<file path="config.mk">
export PLATFORM = sky130hd
export DESIGN_NAME = instrumented_adder_sequencer
export DESIGN_NICKNAME = d
export VERILOG_FILES = /design/src/rtl/instrumented_adder_seq_pkg.sv /design/src/rtl/instrumented_adder_seq_timer.sv /design/src/rtl/instrumented_adder_sequencer.sv
export SDC_FILE = /design/constraint.sdc
export NUM_CORES = 1
export LEC_CHECK = 0
export ABC_AREA = 1
export CAP_MARGIN = 20
export CORE_MARGIN = 5
export CORE_UTILIZATION = 35
export DETAILED_ROUTE_END_ITERATION = 16
export HOLD_SLACK_MARGIN = 0.02
export PLACE_DENSITY = 0.64
export SLEW_MARGIN = 10
export SYNTH_ARGS = -nofsm -noshare
export SYNTH_HDL_FRONTEND = slang
export SYNTH_HIERARCHICAL = 1
export SYNTH_SLANG_ARGS = --single-unit
</file>
<file path="constraint.sdc">
create_clock -name wb_clk_i -period 5.6 [get_ports wb_clk_i]
set_clock_uncertainty 0.1 [all_clocks]
set_input_delay 0.56 -clock wb_clk_i [delete_from_list [all_inputs] [get_ports wb_clk_i]]
set_output_delay 0.56 -clock wb_clk_i [all_outputs]
set_load 0.05 [all_outputs]
</file>
<file path="src/rtl/instrumented_adder_seq_pkg.sv">
// Shared types and constants for the instrumented adder measurement sequencer.
package instrumented_adder_seq_pkg;

  localparam int DATA_W           = 32;
  localparam int CYCLES_W_DEFAULT = 16;

  typedef enum logic [2:0] {
    ST_IDLE,
    ST_LOAD,
    ST_RUN,
    ST_SETTLE,
    ST_RESULT
  } seq_state_e;

  function automatic int max3(input int a, input int b, input int c);
    int m;
    m = (a > b) ? a : b;
    return (m > c) ? m : c;
  endfunction

endpackage

</file>
<file path="src/rtl/instrumented_adder_seq_timer.sv">
// Loadable down-counter shared by the clear, run and settle intervals.
module instrumented_adder_seq_timer #(
  parameter int W = 16
) (
  input  logic         clk,
  input  logic         rst,
  input  logic         load,
  input  logic         en,
  input  logic [W-1:0] value,
  output logic         zero
);

  logic [W-1:0] cnt;

  always_ff @(posedge clk) begin
    if (rst) begin
      cnt <= '0;
    end else if (load) begin
      cnt <= value;
    end else if (en && (cnt != '0)) begin
      cnt <= cnt - W'(1);
    end
  end

  assign zero = (cnt == '0);

endmodule

</file>
<file path="src/rtl/instrumented_adder_sequencer.sv">
// Measurement sequencer: accepts a command, gates the adder's counter for an
// exact number of clocks, waits for the count to settle and returns it.
//
// state     | meaning
// ----------+-------------------------------------------------------------
// ST_IDLE   | cmd_ready=1, waiting for a command handshake
// ST_LOAD   | dut_cnt_clear held for CLEAR_CYCLES clocks
// ST_RUN    | dut_run held for exactly cmd_cycles clocks
// ST_SETTLE | run/clear low for SETTLE_CYCLES; count sampled on last clock
// ST_RESULT | res_valid=1 until the result handshake
module instrumented_adder_sequencer
  import instrumented_adder_seq_pkg::*;
#(
  parameter int CYCLES_W      = CYCLES_W_DEFAULT,
  parameter int CLEAR_CYCLES  = 2,
  parameter int SETTLE_CYCLES = 4
) (
  input  logic                wb_clk_i,
  input  logic                wb_rst_i,
  input  logic                cmd_valid,
  output logic                cmd_ready,
  input  logic [DATA_W-1:0]   cmd_a,
  input  logic [DATA_W-1:0]   cmd_b,
  input  logic [CYCLES_W-1:0] cmd_cycles,
  output logic [DATA_W-1:0]   dut_a,
  output logic [DATA_W-1:0]   dut_b,
  output logic                dut_cnt_clear,
  output logic                dut_run,
  input  logic [DATA_W-1:0]   dut_count,
  output logic                res_valid,
  input  logic                res_ready,
  output logic [DATA_W-1:0]   res_count,
  output logic                res_err
);

  // Timer wide enough for the full run length and both fixed intervals.
  localparam int TW = max3(CYCLES_W, $clog2(CLEAR_CYCLES + 1), $clog2(SETTLE_CYCLES + 1));
  localparam logic [TW-1:0] CLEAR_LOAD  = TW'(CLEAR_CYCLES - 1);
  localparam logic [TW-1:0] SETTLE_LOAD = TW'(SETTLE_CYCLES - 1);

  seq_state_e          state, state_next;
  logic [CYCLES_W-1:0] cyc_q;
  logic                accept;
  logic                capture;
  logic                tmr_load;
  logic                tmr_en;
  logic                tmr_zero;
  logic [TW-1:0]       tmr_value;

  assign cmd_ready = (state == ST_IDLE);
  assign accept    = cmd_valid && cmd_ready;

  instrumented_adder_seq_timer #(
    .W (TW)
  ) u_timer (
    .clk   (wb_clk_i),
    .rst   (wb_rst_i),
    .load  (tmr_load),
    .en    (tmr_en),
    .value (tmr_value),
    .zero  (tmr_zero)
  );

  // Each timed state is entered with (length - 1) loaded, so it lasts
  // exactly 'length' clocks and leaves when the timer reads zero.
  always_comb begin
    state_next = state;
    tmr_load   = 1'b0;
    tmr_en     = 1'b0;
    tmr_value  = '0;
    capture    = 1'b0;
    case (state)
      ST_IDLE: begin
        if (accept) begin
          if (cmd_cycles != '0) begin
            state_next = ST_LOAD;
            tmr_load   = 1'b1;
            tmr_value  = CLEAR_LOAD;
          end else begin
            state_next = ST_RESULT;
          end
        end
      end
      ST_LOAD: begin
        if (tmr_zero) begin
          state_next = ST_RUN;
          tmr_load   = 1'b1;
          tmr_value  = TW'(cyc_q) - TW'(1);
        end else begin
          tmr_en = 1'b1;
        end
      end
      ST_RUN: begin
        if (tmr_zero) begin
          state_next = ST_SETTLE;
          tmr_load   = 1'b1;
          tmr_value  = SETTLE_LOAD;
        end else begin
          tmr_en = 1'b1;
        end
      end
      ST_SETTLE: begin
        if (tmr_zero) begin
          state_next = ST_RESULT;
          capture    = 1'b1;
        end else begin
          tmr_en = 1'b1;
        end
      end
      ST_RESULT: begin
        if (res_ready) begin
          state_next = ST_IDLE;
        end
      end
      default: begin
        state_next = ST_IDLE;
      end
    endcase
  end

  // Control outputs are registered from the next state so they line up
  // exactly with the state they belong to.
  always_ff @(posedge wb_clk_i) begin
    if (wb_rst_i) begin
      state         <= ST_IDLE;
      cyc_q         <= '0;
      dut_a         <= '0;
      dut_b         <= '0;
      dut_cnt_clear <= 1'b0;
      dut_run       <= 1'b0;
      res_valid     <= 1'b0;
      res_count     <= '0;
      res_err       <= 1'b0;
    end else begin
      state         <= state_next;
      dut_cnt_clear <= (state_next == ST_LOAD);
      dut_run       <= (state_next == ST_RUN);
      res_valid     <= (state_next == ST_RESULT);
      if (accept) begin
        dut_a   <= cmd_a;
        dut_b   <= cmd_b;
        cyc_q   <= cmd_cycles;
        res_err <= (cmd_cycles == '0);
        if (cmd_cycles == '0) begin
          res_count <= '0;
        end
      end
      if (capture) begin
        res_count <= dut_count;
      end
    end
  end

endmodule
</file>
# Yosys cells after proc, flatten, opt, wreduce, memory -nomap -nowiden
# Index checks and enable logic that the tools add are counted.
[word_totals] input_bits=116 elab_cells=56 ff_bits=135 out_inout_bits=101
[op_classes] reduce_logical=13 n_addsub=2 n_mux=24 eq_ne=7
[ops] cell="$mux 32" count=3
[ops] cell="$mux 16" count=3
[ops] cell="$pmux 16 s3" count=1
[ops] cell="$logic_not 16->1" count=2
[ops] cell="$reduce_bool 16->1" count=2
[ops] cell="$sub 16x1->16 const B" count=2
[ops] cell="$mux 3" count=6
[ops] cell="$pmux 3 s5" count=1
[ops] cell="$eq 3x2->1 const B" count=3
[ops] cell="$mux 1" count=8
[ops] cell="$eq 3x1->1 const B" count=2
[ops] cell="$eq 3x3->1 const B" count=2
[ops] cell="$reduce_bool 2->1" count=3
[ops] cell="$logic_not 3->1" count=1
[ops] cell="$reduce_or 3->1" count=1
[ops] cell="$logic_and 1x1->1" count=2
[ops] cell="$mux 2" count=1
[ops] cell="$pmux 1 s2" count=1
[ops] cell="$reduce_and 2->1" count=1
[ops] cell="$reduce_or 2->1" count=1

# Longest topological paths before layout
# Gate-level depths: netlist (run 1).
[logic_depth] ltp_word=6 mapped_depth=19 depth_no_buf=18

# Hierarchy
# The synthesis (run 1) kept the hierarchy.
[by_module_without_submodules] module="instrumented_adder_sequencer" seq_area_each_um2=2382.3 area_each_um2=4677.0 instances=1 cells_per_inst=619
[by_module_without_submodules] module="instrumented_adder_seq_timer" seq_area_each_um2=320.3 area_each_um2=1194.9 instances=1 cells_per_inst=212

# Least setup slack after synthesis (run 1)
# OpenSTA, ideal clock, no wires.
[synth_path] path_type="register to register" from="register u_timer.cnt[0]" to="register u_timer.cnt[13]" slack_ns=2.719 path_buffers=1 required_time_ns=5.384 arrival_time_ns=2.665 stages_incl_launch_ff=18 setup_time_ns=0.116 period_less_slack_ns=2.881 cell_sequence="dfxtp_1 -> inv_1 -> ha_1 -> inv_1 -> nor2_1 -> nand3_1 -> nor2_1 -> nand2_1 -> nor4_1 -> nand2_2 -> inv_2 -> nand3_2 -> nand3_1 -> inv_1 -> buf_2 -> or2_2 -> nand2_1 -> a21oi_1"
[synth_between] elab_cells_between_ends=13 classes_between="add/sub (1); mux (8); reduce/logical (4)"
[synth_rtl] element="start: declaration" line_no="instrumented_adder_seq_timer.sv:13" source="logic [W-1:0] cnt;"
[synth_rtl] element="start signal: assignment" line_no="instrumented_adder_seq_timer.sv:19" source="cnt <= value;"
[synth_rtl] element="start signal: assignment" line_no="instrumented_adder_seq_timer.sv:21" source="cnt <= cnt - W'(1);"
[synth_rtl] element="$logic_not 16->1 (*)" line_no="instrumented_adder_seq_timer.sv:25" source="assign zero = (cnt == '0);"
[synth_rtl] element="named net tmr_zero" line_no="instrumented_adder_sequencer.sv:47" source="logic tmr_zero;"
[synth_rtl] element="$mux 1 (*)" line_no="instrumented_adder_sequencer.sv:85, instrumented_adder_sequencer.sv:94"
[synth_rtl] element="$pmux 1 s2 (*)" line_no="instrumented_adder_sequencer.sv:72" source="case (state)"
[synth_rtl] element="named net tmr_load" line_no="instrumented_adder_sequencer.sv:45" source="logic tmr_load;"
[synth_rtl] element="$mux 16 / $reduce_bool 2->1 (equally long branches)"
# Mark *: on every way through the listed nets, which the timed path passes. The rest lies on a longest branch. The select of a mux whose other input is x is not followed.
# A chain may end at the register's enable or synchronous reset.

# Final worst setup path (run 1)
[layout_path] from="register u_timer.cnt[0]" to="register u_timer.cnt[6]"
# The elaborated chain is that of the path after synthesis.

==> results of run 1 <==
## worst register-to-register path, stage by stage, from the launching register on
cell,delay (ns)
dfxtp_1,0.33
inv_1,0.10
ha_1,0.22
inv_1,0.05
nor2_1,0.12
nand3_1,0.13
nor2_1,0.15
nand2_1,0.09
nor4_1,0.60
nand2_2,0.13
inv_2,0.12
nand3_2,0.14
nand3_1,0.23
inv_1,0.34
nand2_4,0.30
inv_1,0.11
nor2_1,0.11
nor2_1,0.04
## cells by family after synthesis
| kind of cell | share of synthesized area |
|---|---|
| adder cells (fa/ha/maj) | 0.00426 |
| AO/OA/AOI/OAI | 0.146 |
| AND/OR/NAND/NOR | 0.315 |
| flip-flops | 0.460 |
| buffers and inverters | 0.0712 |
| XOR/XNOR | 0.00298 |
## power by group
part	switching [uW]	total [uW]	internal [uW]
combinational	432	687	254
sequential	52.0	1090	1040
clock	440	1050	613
## layout make-up
type                       instances  area (um2)  area share
timing repair buffer             219        2190       0.254
clock inverter                    13         121      0.0140
sequential                       135        2700       0.313
antenna                            1        2.50    0.000290
inverter                          45         169      0.0195
clock buffer                      18         429      0.0497
multi-input combinational        608        2750       0.318
tap                              220         275      0.0318
## layout by cell type (no fill, tap or decap), types with 5 or more instances in the layout
master / n
nor2_2: 5
dfxtp_1: 135
nor2_1: 231
inv_1: 39
clkbuf_16: 17
nand3_1: 57
inv_2: 6
clkdlybuf4s50_1: 215
a21oi_1: 62
o21ai_0: 98
o21ai_1: 7
nand2_1: 112
nor3_1: 6
## registers in the layout, indices dropped and copies added, names as in the netlist, 3 cells and up
register and cells:
state 3, u_timer/cnt 16, res_count 32, dut_b 32, dut_a 32, cyc_q 16
## metrics by stage
step                setup slack, ns  hold slack, ns
finish                         2.08           0.366
global placement               2.12           0.350
CTS                            2.02           0.366
global route                   1.61           0.374
detailed placement             2.05           0.361
floorplan                      2.72           0.353
## metal layers
layer  vias to the layer above  GRT usage  part of all wire
li1                       3076          -                 -
met1                      2635      0.212              0.42
met2                       159      0.295              0.47
met3                        25     0.0827             0.092
met4                         0     0.0572             0.020
met5                         -          0                 0
## worst max-delay path by stage
stage,from,endpoint,slack [ns],cells past startpoint
2_1_floorplan,u_timer/cnt[0]$_SDFFE_PP0P_,u_timer/cnt[13]$_SDFFE_PP0P_,2.72,17
3_3_place_gp,u_timer/cnt[0]$_SDFFE_PP0P_,u_timer/cnt[5]$_SDFFE_PP0P_,2.12,17
3_5_place_dp,u_timer/cnt[0]$_SDFFE_PP0P_,u_timer/cnt[6]$_SDFFE_PP0P_,2.05,17
4_1_cts,u_timer/cnt[0]$_SDFFE_PP0P_,u_timer/cnt[6]$_SDFFE_PP0P_,2.02,17
5_1_grt,u_timer/cnt[0]$_SDFFE_PP0P_,u_timer/cnt[10]$_SDFFE_PP0P_,1.61,18
6_report,u_timer/cnt[0]$_SDFFE_PP0P_,u_timer/cnt[6]$_SDFFE_PP0P_,2.08,17
==> results by stage, run 1 <==
Final layout:
- Once layout is done, the placed cells without fillers occupy 8640 um2.
- The number of non-filler instances in the completed layout is 1,259.
- The layout has 1,619 filler cells.
- The area added between synthesis and finish is 47.2%.
- Of the cells placed in the final design, the portion with a size suffix greater than 1 is 0.0636.
- Once layout is complete, the utilization of the core stands at 0.523.
- The final layout contains 1,144 nets.

Pwr:
- Summed over all cells, the static leakage comes to 0.00345 uW.
- In this run the power density over the cells is 327 nW/um2.
- The worst-case IR drop observed on VDD is 231 uV.
- The total power is 2830 uW.

Route:
- The routed layout has 5,895 vias.
- The first-pass iteration count of the detailed router is 5.
- The detailed-route vias per instance is 4.68.
- The antenna violation net count after detailed routing is 0.
- The initial detailed-routing violation count is 373.
- The final routed wire length divided by cell count is 14.3 um.
- The wire length after detailed routing is 18,000 um.
- In the routed design, unresolved DRC markers number 0.

Die:
- In this run the standard cell core region covers 16,500 um2.
- The die is 140 um tall.
- The floorplan has 47 rows.
- The initial utilization of the core area, before any placement, comes to 0.355.
- The die area is 19,500 um2.
- During I/O placement, the number of pins put on the boundary was 217.
- The die width is 140 um.

Min path:
- The number of cells on the worst hold path is 2.
- In this run the worst hold path is classified as reg -> reg.
- The worst hold endpoint is res_err$_SDFFE_PP0P_.
- The worst min-delay path startpoint is res_err$_SDFFE_PP0P_.

STA:
- Measured against its own limit, the worst slew margin works out to 0.410.
- For the pin with the worst max-slew slack, the measured transition is 0.885 ns.
- Summed over all failing endpoints, the final setup total negative slack is 0 ns.
- The setup violation total in the final timing report is 0.
- The final count of hold timing violations is 0.
- The maximum achievable frequency is 284 MHz.
- Dividing the final minimum period by the clock period gives 0.629.
- Setup repair after global routing left no endpoint under its margin.
- The routed design could run at a clock period as short as 3.52 ns.
- The final max-slew violation count is 0.

Synth:
- The share of synthesized area in the top cell type comes to 0.460.
- The synthesized design contains 0 enable-type register cells.
- Yosys instantiated no cell more often than nor2_1.
- For this run, the number of Yosys warnings is 6.
- The number of nets produced by synthesis is 949.
- Of all flip-flops after synthesis, the portion carrying an async set or reset was 0.
- For this run, the leading register cell type out of synthesis is dfxtp_1.
- The cell area that synthesis handed to floorplanning was 5870 um2.
- Of the synthesized area, sequential elements account for 0.460.
- Synthesis handed over a netlist of 831 instances.
- Yosys attributes the largest share of cell area to dfxtp_1 46%, nor2_1 15%, o21ai_0 8.4%.
- The mean area per synthesized cell is 7.07 um2.
- Counting flops and latches in the post-synthesis netlist gives 135.
- The commonest cells after synthesis are 231 x nor2_1, 135 x dfxtp_1, 112 x nand2_1.
- The synthesized netlist contains 32 unique library cells.
- dfxtp_1 takes more of the synthesized area than any other cell.

Clocking:
- The TritonCTS sink count is 135.
- In this run, post-CTS repair resized a total of 0 instances.
- The TritonCTS clock tree is built.
- The clock transition at the register clock pins on the worst setup and hold paths after CTS is 0.06 ns.
- The TritonCTS buffer count is 17.
- The maximum level of the CTS H-tree is 4.
- The source-to-sink clock delay at the later pin of the worst-skew pair is 0.41 ns.
- The count of hold buffers inserted by post-cts repair is 0.
- The buffer levels on the longest clock path is 2.
- The number of buffers inserted to repair setup after CTS is 0.
- The master cell of the clock root buffer is clkbuf_16.

Global routing:
- The initial antenna violation count was 1.
- In the global route stage, overall resource usage came out at 0.181.
- The aggregate global routing overflow is 0.
- Entering global routing, the biggest net connects 81 pins.
- The first global-routing pass estimated 28,700 um of wire.
- The via count of the first global-routing pass is 5,571.

Placed design:
- The post-place instance area is 8070 um2.
- Routability-driven placement finished with a final weighted congestion of 0.792.
- In this run, placement finished with an instance count of 1,226.
- The HPWL after detailed placement is 12,600 um.
- Input and output buffers added on the ports amount to 216.

Setup path:
- Data on the critical path is required at its endpoint by 5.81 ns.
- Traced cell by cell, the critical path runs through inv_1, ha_1, inv_1, nor2_1, nand3_1, nor2_1, nand2_1, nor4_1, nand2_2, inv_2, nand3_2, nand3_1, inv_1, nand2_4, inv_1, nor2_1, nor2_1.
- The critical path endpoint category is a register.
- The startpoint identified for the worst register-to-register timing path is u_timer/cnt[0]$_SDFFE_PP0P_.
- Counting cells, the worst reg-to-reg path comes to 17.
- The maximum fanout count along the critical path is 22.
- In this run the critical register-to-register path is captured at u_timer/cnt[6]$_SDFFE_PP0P_.
- The setup check on the worst reg-to-reg path leaves a slack of 2.08 ns.
- On the critical path, the stage with the largest delay is an instance of nor4_1.
- For the worst setup path, the data arrival time is 3.73 ns.
- The worst setup path is launched from a register.
- The cell family contributing the most delay on the critical path is simple AND/OR/NAND/NOR gates.
- Counting both buffers and inverters, the worst setup path holds a total of 5.
- The worst setup path is of the reg -> reg kind.
- For this run, the slowest stage of the critical path takes 0.60 ns.

Flow run:
- The reported max-cap violation count is 0.

Run status:
- The run finished with clean final reports.
Note: power is estimated with default switching activity, not from simulation.
==> run 2: changes to the inputs <==
--- a/config.mk
+++ b/config.mk
@@ -11,7 +11,7 @@
 export CORE_UTILIZATION = 35
 export DETAILED_ROUTE_END_ITERATION = 16
 export HOLD_SLACK_MARGIN = 0.02
-export PLACE_DENSITY = 0.64
+export PLACE_DENSITY = 0.66
 export SLEW_MARGIN = 10
 export SYNTH_ARGS = -nofsm -noshare
 export SYNTH_HDL_FRONTEND = slang
==> constraint.sdc (replaced) <==
create_clock -name wb_clk_i -period 3.2 [get_ports wb_clk_i]
set_clock_uncertainty 0.1 [all_clocks]
set_input_delay 0.32 -clock wb_clk_i [delete_from_list [all_inputs] [get_ports wb_clk_i]]
set_output_delay 0.32 -clock wb_clk_i [all_outputs]
set_load 0.05 [all_outputs]
==> run 2 against run 1 <==
Design area grew 2.1%. Highest routed layer unchanged. Critical path type unchanged. Largest cell class unchanged. Critical path depth grew 2. Global-route usage grew 0.42 points. Combinational power grew 80%. Clock-buffer cell count grew 2. Flip-flop and latch count is the same.
==> results by stage, run 2 (synthesized netlist as in run 1, its figures left out) <==
Pwr:
- The standby leakage power is 0.00352 uW.
- The relative contribution of combinational cells to total power is 0.245.
- The worst vdd rail ir drop is 404 uV.
- The sequential cell fraction of total power is 0.376.
- The clock share of power is 0.379.
- The design draws 5070 uW.
- The design internal power is 3420 uW.
- Dividing total power by cell area gives a power density of 574 nW/um2.
- The net switching fraction of the power is 0.325.
- Summed over all nets, the switching power comes to 1650 uW.

Setup path:
- The worst setup path category is reg -> reg.
- STA classifies the critical path startpoint as a register.
- STA puts the critical path data required time at 3.41 ns.
- Of all nets on the critical path, the largest fanout is 8.
- Data on the critical path arrives at its endpoint at 3.07 ns.
- The worst setup path is captured at a register.

Clocking:
- The H-tree was split into 4 levels.
- The buffer levels on the longest clock path is 2.
- The master cell of the clock root buffer is clkbuf_16.
- Buffers inserted during clock tree synthesis total 17.
- The TritonCTS sink count is 135.
- TritonCTS built the clock tree.
- The later pin in the worst-skew pair is clocked with a latency of 0.42 ns.
- Clock-pin slew was measured on the worst setup and hold paths at 0.07 ns.

Flow run:
- The tool flagged a number of max-cap violations equal to 0.

STA:
- The final max-slew violation count is 0.
- The post-layout minimum cycle time is 2.86 ns.
- Summed over all failing endpoints, the final setup total negative slack is 0 ns.
- Final hold analysis gives a worst-case slack of 0.352 ns.
- Setup violations remaining at the end of the flow were counted as 0.
- The maximum achievable frequency is 349 MHz.
- The portion of the clock cycle consumed by the worst path in the final layout is 0.894.
- The measured slew at the worst slew-check pin is 0.811 ns.
- The tightest slew margin relative to the limit is 0.459.
- The final count of hold timing violations was 0.
- After layout, the worst setup slack is 0.338 ns.

Global routing:
- The aggregate global routing overflow is 0.
- The initial antenna violation count is 0.
- The all-layer global routing usage is 0.185.
- The first global-routing pass estimated 29,400 um of wire.
- The largest net degree at the start of global routing is 71.
- The via count of the first global-routing pass is 5,821.

Route:
- The wire length after detailed routing is 18,200 um.
- Detailed routing inserted a total of 5,966 vias.
- The detailed-route vias per instance is 4.69.
- The first-pass iteration count of the detailed router is 5.
- The number of remaining DRC errors is 0.
- The final routed wire length divided by cell count is 14.3 um.
- In this run, the number of DRC markers left after iteration 0 of detailed routing was 399.
- The count of nets left with antenna violations once routing finished came out at 0.

Placed design:
- The placed instances occupy a cell area of 8140 um2.
- The count of port buffers added during placement is 216.
- OpenSTA, run right after detailed placement, puts the worst setup slack at -0.0771 ns.
- The congestion estimate from routability-driven global placement came to 0.874.
- The wire-length estimate of the detail-placed layout is 12,700 um.

Die:
- For this configuration, the core starts out at a cell density of 0.355.
- The chip height is 140 um.
- In this run the count of I/O pins placed on the die edge is 217.
- The area inside the core boundary is 16,500 um2.
- The die width is 140 um.
- The die covers 19,500 um2.
- The number of rows created at floorplan is 47.

Final layout:
- In the layout the commonest cells are 230 x nor2_1, 215 x clkdlybuf4s50_1, 135 x dfxtp_1.
- The library cell used most frequently in the layout, excluding fill and tap cells, is nor2_1.
- The net count of the finished layout is 1,157.
- The cell area after layout is 8830 um2.
- The number of fill cells in the layout is 1,573.
- In the final layout, the share of cells above drive strength 1 is 0.0827.
- The area added between synthesis and finish is 50.4%.
- 0 antenna diodes ended up in the layout.
- The largest registers in the layout are dut_a: 32 flops, dut_b: 32 flops, res_count: 32 flops.

Run status:
- The run finished with clean final reports.

Min path:
- In this run the worst hold path is classified as in -> reg.
## run 2: cell types whose count changed in the layout (fill, tap and decap cells not counted), moves of 2 or more
cell,previous run,this run
nand3_2,3,1
clkinv_2,3,1
buf_4,2,14
clkbuf_8,0,3
inv_1,39,37
clkinvlp_4,2,6
nand3_4,1,4
## run 2: path summary, 6_finish.rpt
path / depth (start not counted) / to / slack, ns / startpoint
worst max-delay path: 19 / u_timer/cnt[15]$_SDFFE_PP0P_ / 0.34 / u_timer/cnt[0]$_SDFFE_PP0P_
worst min-delay path: 3 / res_count[22]$_SDFFE_PP0P_ / 0.35 / dut_count[22]
worst max register to register: 19 / u_timer/cnt[15]$_SDFFE_PP0P_ / 0.34 / u_timer/cnt[0]$_SDFFE_PP0P_
worst min register to register: 2 / res_err$_SDFFE_PP0P_ / 0.38 / res_err$_SDFFE_PP0P_
## run 2: stage by stage
step / util / std cells
3_3_place_gp: 0.493 / 1234
6_report: 0.534 / 1272
3_5_place_dp: 0.493 / 1234
4_1_cts: 0.529 / 1267
5_1_grt: 0.534 / 1272
2_1_floorplan: - / 831
## run 2: timing repair
item / CTS / global route
endpoints found under the setup margin: 15 / 16
hold buffers: 0 / 0
pin swaps: 0 / 1
setup buffers: 0 / 5
resized for setup: 2 / 9
cloned: 1 / 0
## run 2: layout make-up
type / count / area, um2 / area share
sequential: 135 / 2700 / 0.306
timing repair buffer: 231 / 2280 / 0.259
clock inverter: 12 / 119 / 0.0135
inverter: 45 / 176 / 0.0200
tap: 220 / 275 / 0.0312
timing repair inverter: 1 / 7.51 / 0.000850
clock buffer: 20 / 467 / 0.0529
multi-input combinational: 608 / 2800 / 0.317
## run 2: power by group through the flow
stage               Sequential, uW  Clock [uW]  Combinational [uW]
finish                        1910        1920                1240
global route                  1920        2040                1370
floorplan                     2190           0                 537
CTS                           1900        1970                1230
global placement              1930           0                1220
detailed placement            1940           0                1220
## run 2: metal layers
| layer | part of all wire | track usage | vias up |
|---|---|---|---|
| met1 | 0.41 | 0.210 | 2647 |
| met3 | 0.082 | 0.0768 | 38 |
| met4 | 0.029 | 0.0736 | 0 |
| met5 | 0 | 0 | - |
| met2 | 0.48 | 0.310 | 178 |
| li1 | - | - | 3103 |
## run 2: worst max-delay path, stage by stage, from the launching register on
cell and delay [ns]:
dfxtp_1 0.32, inv_1 0.09, ha_2 0.21, inv_1 0.04, nor2_1 0.11, nand3_1 0.14
nor2_2 0.13, nand2_1 0.11, nor4_4 0.17, buf_4 0.17, nand2_2 0.06, inv_2 0.11
nand3_4 0.13, nand3_4 0.14, clkinvlp_4 0.21, buf_4 0.21, nor2_1 0.09, nor2_1 0.05
o21ai_0 0.11, nor2_1 0.05
==> run 3: changes to the inputs <==
--- a/config.mk
+++ b/config.mk
@@ -12,8 +12,9 @@
 export DETAILED_ROUTE_END_ITERATION = 16
 export HOLD_SLACK_MARGIN = 0.02
 export PLACE_DENSITY = 0.66
-export SLEW_MARGIN = 10
+export SLEW_MARGIN = 15
 export SYNTH_ARGS = -nofsm -noshare
 export SYNTH_HDL_FRONTEND = slang
 export SYNTH_HIERARCHICAL = 1
 export SYNTH_SLANG_ARGS = --single-unit
+export TNS_END_PERCENT = 30
==> results of run 3 <==
Same layout as run 2: the final DEF is identical, and so are final timing and power.
